**src/rtl/alu_pkg.sv**
```systemverilog
// Shared ALU definitions: shift/rotate opcodes, the shifter FSM state type and opcode helpers.
package alu_pkg;

    localparam int unsigned OP_W = 3;

    typedef enum logic [OP_W-1:0] {
        OP_ROR = 3'd0,
        OP_ROL = 3'd1,
        OP_LSL = 3'd2,
        OP_LSR = 3'd3,
        OP_ASR = 3'd4
    } shift_op_t;

    typedef enum logic [1:0] {
        S_IDLE  = 2'd0,
        S_SHIFT = 2'd1,
        S_DONE  = 2'd2
    } sru_state_t;

    // Codes 5..7 are reserved.
    function automatic logic op_is_reserved(input logic [OP_W-1:0] op);
        return op > OP_W'(OP_ASR);
    endfunction

    function automatic logic op_is_rotate(input logic [OP_W-1:0] op);
        return (op == OP_W'(OP_ROR)) || (op == OP_W'(OP_ROL));
    endfunction

endpackage

```
**src/rtl/shift_step.sv**
```systemverilog
// Combinational single-step move of the datapath by k positions (0..STEP) for one opcode.
module shift_step
    import alu_pkg::*;
#(
    parameter int unsigned WIDTH = 32,
    parameter int unsigned STEP  = 4,
    parameter int unsigned K_W   = $clog2(STEP + 1)
) (
    input  logic [WIDTH-1:0] data_i,
    input  logic [K_W-1:0]   k_i,
    input  shift_op_t        op_i,
    output logic [WIDTH-1:0] data_c_o,
    output logic             carry_c_o
);

    localparam int unsigned IW = $clog2(WIDTH);

    logic [2*WIDTH-1:0] dbl_c;
    logic [2*WIDTH-1:0] rol_c;
    logic [IW-1:0]      lo_idx_c;
    logic [IW-1:0]      hi_idx_c;

    // Carry is the last bit to leave the word; the index arithmetic only matters for k >= 1.
    always_comb begin
        dbl_c     = {data_i, data_i};
        rol_c     = dbl_c << k_i;
        lo_idx_c  = IW'(32'(k_i) - 32'd1);
        hi_idx_c  = IW'(WIDTH - 32'(k_i));
        data_c_o  = data_i;
        carry_c_o = 1'b0;
        case (op_i)
            OP_ROR: begin
                data_c_o  = WIDTH'(dbl_c >> k_i);
                carry_c_o = data_c_o[WIDTH-1];
            end
            OP_ROL: begin
                data_c_o  = rol_c[2*WIDTH-1:WIDTH];
                carry_c_o = data_c_o[0];
            end
            OP_LSL: begin
                data_c_o  = data_i << k_i;
                carry_c_o = data_i[hi_idx_c];
            end
            OP_LSR: begin
                data_c_o  = data_i >> k_i;
                carry_c_o = data_i[lo_idx_c];
            end
            OP_ASR: begin
                data_c_o  = WIDTH'($signed(data_i) >>> k_i);
                carry_c_o = data_i[lo_idx_c];
            end
            default: ;
        endcase
        if (k_i == '0) begin
            carry_c_o = 1'b0;
        end
    end

endmodule

```
**src/rtl/shift_rotate_unit.sv**
```systemverilog
// Iterative multi-cycle shift/rotate unit (ROR/ROL/LSL/LSR/ASR) with carry-out and valid/ready handshake.
module shift_rotate_unit
    import alu_pkg::*;
#(
    parameter int unsigned WIDTH = 32,
    parameter int unsigned STEP  = 4,
    localparam int unsigned AMT_W = $clog2(WIDTH) + 1
) (
    input  logic             clk,
    input  logic             rst,
    input  logic             in_valid,
    output logic             in_ready,
    input  logic [WIDTH-1:0] in_data,
    input  logic [AMT_W-1:0] in_amt,
    input  logic [OP_W-1:0]  in_op,
    output logic             out_valid,
    input  logic             out_ready,
    output logic [WIDTH-1:0] out_data,
    output logic             out_carry,
    output logic             out_err
);

    localparam int unsigned     K_W        = $clog2(STEP + 1);
    localparam int unsigned     IW         = $clog2(WIDTH);
    localparam logic [AMT_W-1:0] AMT_WIDTH = AMT_W'(WIDTH);
    localparam logic [AMT_W-1:0] AMT_STEP  = AMT_W'(STEP);

    sru_state_t       state_q, state_d;
    logic [WIDTH-1:0] data_q, data_d;
    logic [AMT_W-1:0] rem_q, rem_d;
    shift_op_t        op_q, op_d;
    logic             kill_q, kill_d;
    logic             in_ready_q, in_ready_d;
    logic             out_valid_q, out_valid_d;
    logic [WIDTH-1:0] out_data_q, out_data_d;
    logic             out_carry_q, out_carry_d;
    logic             out_err_q, out_err_d;

    logic             rsv_c;
    logic             kill_c;
    logic [AMT_W-1:0] eff_c;
    logic [K_W-1:0]   k_c;
    logic [WIDTH-1:0] step_data_c;
    logic             step_carry_c;

    // Effective amount; shifts past WIDTH on LSL/LSR lose the carry entirely.
    always_comb begin
        rsv_c  = op_is_reserved(in_op);
        kill_c = (in_amt > AMT_WIDTH) &&
                 ((in_op == OP_W'(OP_LSL)) || (in_op == OP_W'(OP_LSR)));
        if (rsv_c) begin
            eff_c = '0;
        end else if (op_is_rotate(in_op)) begin
            eff_c = AMT_W'(in_amt[IW-1:0]);
        end else begin
            eff_c = (in_amt > AMT_WIDTH) ? AMT_WIDTH : in_amt;
        end
        k_c = (rem_q >= AMT_STEP) ? K_W'(STEP) : K_W'(rem_q);
    end

    shift_step #(
        .WIDTH (WIDTH),
        .STEP  (STEP),
        .K_W   (K_W)
    ) u_shift_step (
        .data_i    (data_q),
        .k_i       (k_c),
        .op_i      (op_q),
        .data_c_o  (step_data_c),
        .carry_c_o (step_carry_c)
    );

    always_comb begin
        state_d     = state_q;
        data_d      = data_q;
        rem_d       = rem_q;
        op_d        = op_q;
        kill_d      = kill_q;
        out_data_d  = out_data_q;
        out_carry_d = out_carry_q;
        out_err_d   = out_err_q;
        case (state_q)
            S_IDLE: begin
                if (in_valid && in_ready_q) begin
                    data_d = in_data;
                    rem_d  = eff_c;
                    kill_d = kill_c;
                    if (!rsv_c) begin
                        op_d = shift_op_t'(in_op);
                    end
                    if (eff_c == '0) begin
                        state_d     = S_DONE;
                        out_data_d  = in_data;
                        out_carry_d = 1'b0;
                        out_err_d   = rsv_c;
                    end else begin
                        state_d = S_SHIFT;
                    end
                end
            end
            S_SHIFT: begin
                data_d = step_data_c;
                rem_d  = rem_q - AMT_W'(k_c);
                if (rem_d == '0) begin
                    state_d     = S_DONE;
                    out_data_d  = step_data_c;
                    out_carry_d = step_carry_c & ~kill_q;
                    out_err_d   = 1'b0;
                end
            end
            S_DONE: begin
                if (out_ready) begin
                    state_d = S_IDLE;
                end
            end
            default: state_d = S_IDLE;
        endcase
        in_ready_d  = (state_d == S_IDLE);
        out_valid_d = (state_d == S_DONE);
    end

    always_ff @(posedge clk or posedge rst) begin
        if (rst) begin
            state_q     <= S_IDLE;
            data_q      <= '0;
            rem_q       <= '0;
            op_q        <= OP_ROR;
            kill_q      <= 1'b0;
            in_ready_q  <= 1'b1;
            out_valid_q <= 1'b0;
            out_data_q  <= '0;
            out_carry_q <= 1'b0;
            out_err_q   <= 1'b0;
        end else begin
            state_q     <= state_d;
            data_q      <= data_d;
            rem_q       <= rem_d;
            op_q        <= op_d;
            kill_q      <= kill_d;
            in_ready_q  <= in_ready_d;
            out_valid_q <= out_valid_d;
            out_data_q  <= out_data_d;
            out_carry_q <= out_carry_d;
            out_err_q   <= out_err_d;
        end
    end

    assign in_ready  = in_ready_q;
    assign out_valid = out_valid_q;
    assign out_data  = out_data_q;
    assign out_carry = out_carry_q;
    assign out_err   = out_err_q;

endmodule

```
**config.mk**
```make
export PLATFORM = sky130hd
export DESIGN_NAME = shift_rotate_unit
export DESIGN_NICKNAME = d
export VERILOG_FILES = /design/src/rtl/alu_pkg.sv /design/src/rtl/shift_step.sv /design/src/rtl/shift_rotate_unit.sv
export SDC_FILE = /design/constraint.sdc
export NUM_CORES = 1
export LEC_CHECK = 0
export ABC_CLOCK_PERIOD_IN_PS = 4000
export CORE_ASPECT_RATIO = 0.75
export CORE_MARGIN = 5
export CORE_UTILIZATION = 30
export DETAILED_ROUTE_END_ITERATION = 10
export PLACE_DENSITY = 0.57
export SETUP_SLACK_MARGIN = 0.1
export SKIP_LAST_GASP = 1
export SYNTH_ARGS = -nofsm -noshare
export SYNTH_HDL_FRONTEND = slang
export SYNTH_SLANG_ARGS = --single-unit
export TNS_END_PERCENT = 10
```
**constraint.sdc**
```tcl
create_clock -name clk -period 4 [get_ports clk]
set_clock_uncertainty 0.05 [all_clocks]
set_input_delay 0.4 -clock clk [delete_from_list [all_inputs] [get_ports clk]]
set_output_delay 0.4 -clock clk [all_outputs]
set_load 0.005 [all_outputs]
```
==> results.md, run 1 <==
### Flow run
* **number of maximum-capacitance violations** 0

### CTS
* **TritonCTS buffer count** 9
* **Gates resized, CTS repair** 0
* **clock-pin slew of the registers on the worst-case setup and hold paths** 0.07 ns
* **Post CTS Setup Buffer Count** 0
* **CTS root buffer** clkbuf_16
* **number of levels in the clock H-tree** 3
* **Post-CTS Hold Buffers** 0
* **CTS tree** yes
* **Clk Latency, worst-skew pair** 0.36 ns
* **number of sinks handled by clock tree synthesis** 80
* **deepest clock path buffer count** 2

### Finish
* **fill cell count** 2138
* **Area growth, synth to finish** 21.33%
* **Final nets** 905
* **total non-filler cell area in the finished layout** 0.007557 mm2
* **Seq. cell area** 0.002003 mm2
* **Antenna Cells** 0
* **fraction of final layout cells sized beyond drive strength 1** 8.005%
* **multi-input gate area in the final layout** 0.003835 mm2

### Critical path
* **Worst Setup Start Kind** register
* **reg-to-reg startpoint** rem_q[5]
* **critical path required time** 4.23 ns
* **depth of the worst register-to-register path** 10
* **setup slack, reg-to-reg** 0.39 ns
* **maximum fanout along the worst path** 33
* **most common cell type on the critical path** buf_4
* **capture point of the worst reg-to-reg path** out_data[6]
* **slowest cell on the critical path** or4_1
* **critical-path cell list** or4_1, buf_4, inv_2, buf_4, nor2_1, a311oi_1, a22oi_1, nand3_1, o21ai_0, o21ai_1
* **arrival time at the worst endpoint** 3.84 ns
* **endpoint class of the critical path** register
* **category of the critical setup timing path** reg -> reg
* **largest stage delay on the critical path** 0.81 ns

### Placement
* **RD Place Congestion** 0.9571
* **half-perimeter wire length after detailed placement** 17.40 mm
* **buffers added on ports** 80
* **instance area at placement** 0.007242 mm2

### Global routing
* **remaining global-route overflow** 0
* **initial antenna violation count** 0
* **GRT Total Usage** 20.67%
* **first-pass GRT wire length** 38.96 mm
* **vias in the first global route** 6515
* **pin count of the biggest net entering global routing** 59

### Floorplan
* **floorplan core area** 0.02033 mm2
* **starting density of the core** 30.64%
* **number of standard-cell rows in the floorplan** 45
* **Vert. Die Dim** 134.8 um
* **area enclosed by the die boundary** 0.02377 mm2
* **number of primary I/O pins** 81
* **Die X-Extent** 176.4 um

### Detailed routing
* **drt first pass iters** 5
* **number of vias in the routed layout** 6977
* **DR vias/cell** 6.099
* **drc violations** 0
* **detailed-route wire length** 24.92 mm
* **violation count after the first detailed-routing iteration** 953
* **wire per inst** 21.78 um
* **remaining antenna violation count** 0

### Logic synthesis
* **count of distinct cell types in the synthesized netlist** 72
* **post-synthesis cell count** 817
* **number of synthesized flops with an enable pin** 0
* **post-synthesis area per instance** 7.624 um2
* **flops & latches, synth** 80
* **area fraction of the dominant cell type after synthesis** 31.74%
* **cell accounting for the most synthesized area** dfrtp_1
* **net count after synthesis** 865
* **main area contributors after synthesis** dfrtp_1 (32%), nand2_1 (7.8%), o21ai_0 (5.6%), nand3_1 (5.1%), a21oi_1 (3.9%)
* **most frequent cell after synthesis** nand2_1
* **netlist area before placement** 0.006228 mm2
* **sequential cell area fraction in the yosys report** 32.16%
* **ys flop type** dfrtp_1
* **Post-synth top cells** nand2_1 (130), dfrtp_1 (79), o21ai_0 (70), nand3_1 (63), nor2_1 (52)
* **yosys synthesis warning count** 0
* **Synth async-reset ratio** 100.0%

### Pwr
* **Pwr per Cell Area** 985.8 mW/mm2
* **Leak Pwr** 2.845 nW
* **Peak VDD IR** 441.1 uV
* **total power** 7.450 mW

### STA
* **headroom to the max-slew limit** 24.78%
* **achievable clock frequency** 277.3 MHz
* **max-slew violation count** 0
* **setup repair after global routing missed its margin** no
* **number of failing setup endpoints in the final timing report** 0
* **transition at the pin with the smallest max-transition slack** 1.124 ns
* **Final Hold Vio Count** 0
* **final total negative setup slack** 0 ns
* **post-layout min period** 3.607 ns
* **final clock period utilization by the worst path** 90.17%

### Hold path
* **type of the worst min-delay path** in -> async

### Outcome
* **status** completed

where the power goes:
group	switching, mW	leakage, nW	internal, mW	total [mW]
registers	0.596	0.968	1.23	1.82
clock network	0.393	0.155	0.511	0.905
logic	2.94	1.72	1.78	4.72
layout make-up:
class / instances / share of cell area (%)
multi-input cells: 650 / 50.75
flip-flops and latches: 80 / 26.51
well taps: 282 / 4.669
repair buffers: 107 / 13.44
clock inverters: 6 / 1.010
clock buffers: 10 / 3.162
inverters: 9 / 0.4636
placed cells by master, fill, tap and decap left out, types with 9 or more instances in the layout:
cell	synthesis	final
a21oi_1	49	49
a22o_1	14	14
a31oi_1	36	36
a32oi_1	13	13
and3_1	18	18
buf_4	4	26
clkbuf_16	0	9
clkdlybuf4s50_1	0	80
dfrtp_1	79	79
mux2i_1	11	11
nand2_1	130	130
nand3_1	63	63
nor2_1	52	52
nor3_1	12	12
o2111ai_1	16	16
o211ai_1	18	18
o21ai_0	70	70
o21ai_1	10	10
o22ai_1	12	12
logic make-up (layout without fill, tap and decap cells):
| logic type | Yosys count | in the layout | synth area share (%) |
|---|---|---|---|
| other | 1 | 1 | 0.06021 |
| flip-flops | 80 | 80 | 32.16 |
| adder cells (fa/ha/maj) | 3 | 3 | 0.6027 |
| buffers and inverters | 87 | 132 | 6.589 |
| multiplexers | 13 | 13 | 2.129 |
| AO/OA/AOI/OAI | 309 | 309 | 33.97 |
| AND/OR/NAND/NOR | 322 | 322 | 24.21 |
| XOR/XNOR | 2 | 2 | 0.2813 |
worst max-delay path, delay by kind of cell (launching register included):
| kind | cells | cell delay (ns) |
|---|---|---|
| simple gates | 3 | 1.13 |
| compound gates | 4 | 0.97 |
| buf+inv | 3 | 0.92 |
| flops | 1 | 0.45 |
flip-flops by register name, summed over array words and instances, names as in the netlist:
register	cells
kill_q	1
out_valid	1
out_carry	1
in_ready	1
data_q	32
op_q	3
state_q	2
out_err	1
out_data	32
rem_q	6
worst max-delay path by stage:
stage	cells past startpoint	to	start
floorplan	15	out_carry	rem_q[2]
global placement	10	out_data[6]	rem_q[5]
detailed placement	10	out_data[6]	rem_q[5]
CTS	10	out_data[6]	rem_q[5]
global route	10	out_data[6]	rem_q[5]
finish	10	out_data[6]	rem_q[5]
through the flow:
step	utilization, %	cells	setup slack, ns	hold slack [ns]
after detailed placement	35.63	1128	0.5685	0.4254
after global placement	35.63	1128	0.6074	0.4155
after floorplan	-	817	0.7965	0.3942
after CTS	37.18	1144	0.5581	0.4365
after global routing	37.18	1144	0.3578	0.4528
final	37.18	1144	0.3932	0.4062
routing by layer:
metal | routed length (um) | global-route usage, % | vias to the layer above
met5 | 0 | 0 | -
li1 | - | - | 3178
met4 | 290 | 3.866 | 0
met2 | 9885 | 27.92 | 435
met1 | 11920 | 32.35 | 3331
met3 | 2824 | 5.989 | 33
No activity file was read; power rests on OpenSTA's default activity.
==> run 2, diff against run 1 <==
GPL_ROUTABILITY_DRIVEN = 0   (was default)
==> run 2 against run 1 <==
Net effect: clock power is 15% higher; clock-buffer cell count grew 1; cell area increased by 0.55%; sequential share of layout area down 0.14 points; non-clock buffer count decreased by 4; wire length fell by 7.3%; worst hold slack better by 0.021 ns.
==> results.md, run 2 (same netlist as run 1, synthesis figures left out) <==
### Outcome
* **status** completed

### Critical path
* **Worst Setup Start Kind** register
* **critical path required time** 4.24 ns
* **arrival time at the worst endpoint** 3.83 ns
* **category of the critical setup timing path** reg -> reg
* **maximum fanout along the worst path** 19
* **endpoint class of the critical path** register

### Detailed routing
* **DR vias/cell** 6.025
* **number of vias in the routed layout** 6869
* **violation count after the first detailed-routing iteration** 953
* **drt first pass iters** 5
* **wire per inst** 20.26 um
* **drc violations** 0
* **remaining antenna violation count** 0
* **detailed-route wire length** 23.10 mm

### CTS
* **CTS tree** yes
* **CTS root buffer** clkbuf_16
* **Post CTS Setup Buffer Count** 0
* **Clk Latency, worst-skew pair** 0.35 ns
* **TritonCTS buffer count** 9
* **Post-CTS Hold Buffers** 0
* **Gates resized, CTS repair** 0
* **deepest clock path buffer count** 2
* **number of levels in the clock H-tree** 3
* **number of sinks handled by clock tree synthesis** 80
* **clock-pin slew of the registers on the worst-case setup and hold paths** 0.07 ns

### STA
* **Final Hold Vio Count** 0
* **max-slew violation count** 0
* **achievable clock frequency** 278.4 MHz
* **number of failing setup endpoints in the final timing report** 0
* **transition at the pin with the smallest max-transition slack** 1.023 ns
* **post-layout min period** 3.591 ns
* **setup repair after global routing missed its margin** no
* **final clock period utilization by the worst path** 89.78%
* **headroom to the max-slew limit** 31.58%
* **final total negative setup slack** 0 ns

### Floorplan
* **Die X-Extent** 176.4 um
* **area enclosed by the die boundary** 0.02377 mm2
* **number of primary I/O pins** 81
* **floorplan core area** 0.02033 mm2
* **starting density of the core** 30.64%
* **number of standard-cell rows in the floorplan** 45
* **Vert. Die Dim** 134.8 um

### Global routing
* **initial antenna violation count** 0
* **first-pass GRT wire length** 36.92 mm
* **remaining global-route overflow** 0
* **GRT Total Usage** 19.20%
* **vias in the first global route** 6390
* **pin count of the biggest net entering global routing** 59

### Finish
* **commonest cells after routing, fill and taps aside** nand2_1 (130), clkdlybuf4s50_1 (80), dfrtp_1 (79), o21ai_0 (70), nand3_1 (63)
* **fraction of final layout cells sized beyond drive strength 1** 7.343%
* **Area growth, synth to finish** 22.00%
* **Final nets** 901
* **Antenna Cells** 0
* **non-filler cells in the finished layout** 1140
* **most frequent standard cell in the layout excluding fill and tap cells** nand2_1

### Flow run
* **number of maximum-capacitance violations** 0

### Placement
* **number of cells in the design after placement** 1124
* **buffers added on ports** 80
* **half-perimeter wire length after detailed placement** 16.10 mm

### Pwr
* **total power** 7.491 mW
* **Pwr per Cell Area** 985.9 mW/mm2
* **Leak Pwr** 2.853 nW
* **Peak VDD IR** 458.6 uV

### Hold path
* **type of the worst min-delay path** in -> async

## run 2: cell types whose count changed in the layout (fill, tap and decap cells not counted), sizes merged
cell | previous run | this run
clkbuf | 10 | 11
buf | 27 | 23
clkinv | 4 | 2
inv | 10 | 8
bufinv | 1 | 4
## run 2: stage by stage
stage	util, %	hold WS, ns	area [um2]	setup slack, ns
detailed placement	35.60	0.4232	7237	0.5914
finish	37.38	0.4268	7599	0.4086
global placement	35.60	0.4186	7237	0.6804
global route	37.38	0.4527	7599	0.2858
floorplan	-	0.3942	6228	0.7965
CTS	37.38	0.4384	7599	0.5638
## run 2: path summary, 6_finish.rpt
| kind | start | endpoint | slack (ns) | cells after the start |
|---|---|---|---|---|
| setup / recovery | rem_q[5] | out_carry | 0.41 | 10 |
| hold / removal | rst | state_q[1] | 0.43 | 2 |
| setup reg to reg | rem_q[5] | out_carry | 0.41 | 10 |
| hold reg to reg | out_data[19] | out_data[19] | 0.43 | 2 |
| max in group asynchronous | rst | out_data[21] | 2.78 | 3 |
| min in group clk | out_data[19] | out_data[19] | 0.43 | 2 |
## run 2: critical path, cell delays in order, from the launching register on
cell,delay (ns)
dfrtp_1,0.46
or4_1,0.85
buf_4,0.30
inv_2,0.29
ha_1,0.35
nor4b_1,0.53
nand2_1,0.15
o221ai_1,0.21
nor4_1,0.08
a21oi_1,0.12
a21o_1,0.13
## run 2: final cells by class
class,instances,area (um2)
fillers,2140,12730
flip-flops and latches,80,2003
repair buffers,103,1011
clock buffers,11,232.7
inverters,9,35.03
multi-input cells,650,3835
well taps,282,352.8
clock inverters,5,128.9
## run 2: metal layers
| layer | global-route usage (%) | share of wire (%) | wire [um] |
|---|---|---|---|
| met5 | 0 | 0 | 0 |
| met4 | 4.124 | 1.3 | 298 |
| met3 | 5.486 | 11 | 2610 |
| met2 | 25.10 | 38 | 8890 |
| met1 | 30.59 | 49 | 11300 |
## run 2: where the power goes
part	switching, mW	total [mW]	internal, mW
clock	0.368	1.04	0.676
sequential	0.607	1.83	1.23
combinational	2.82	4.61	1.79
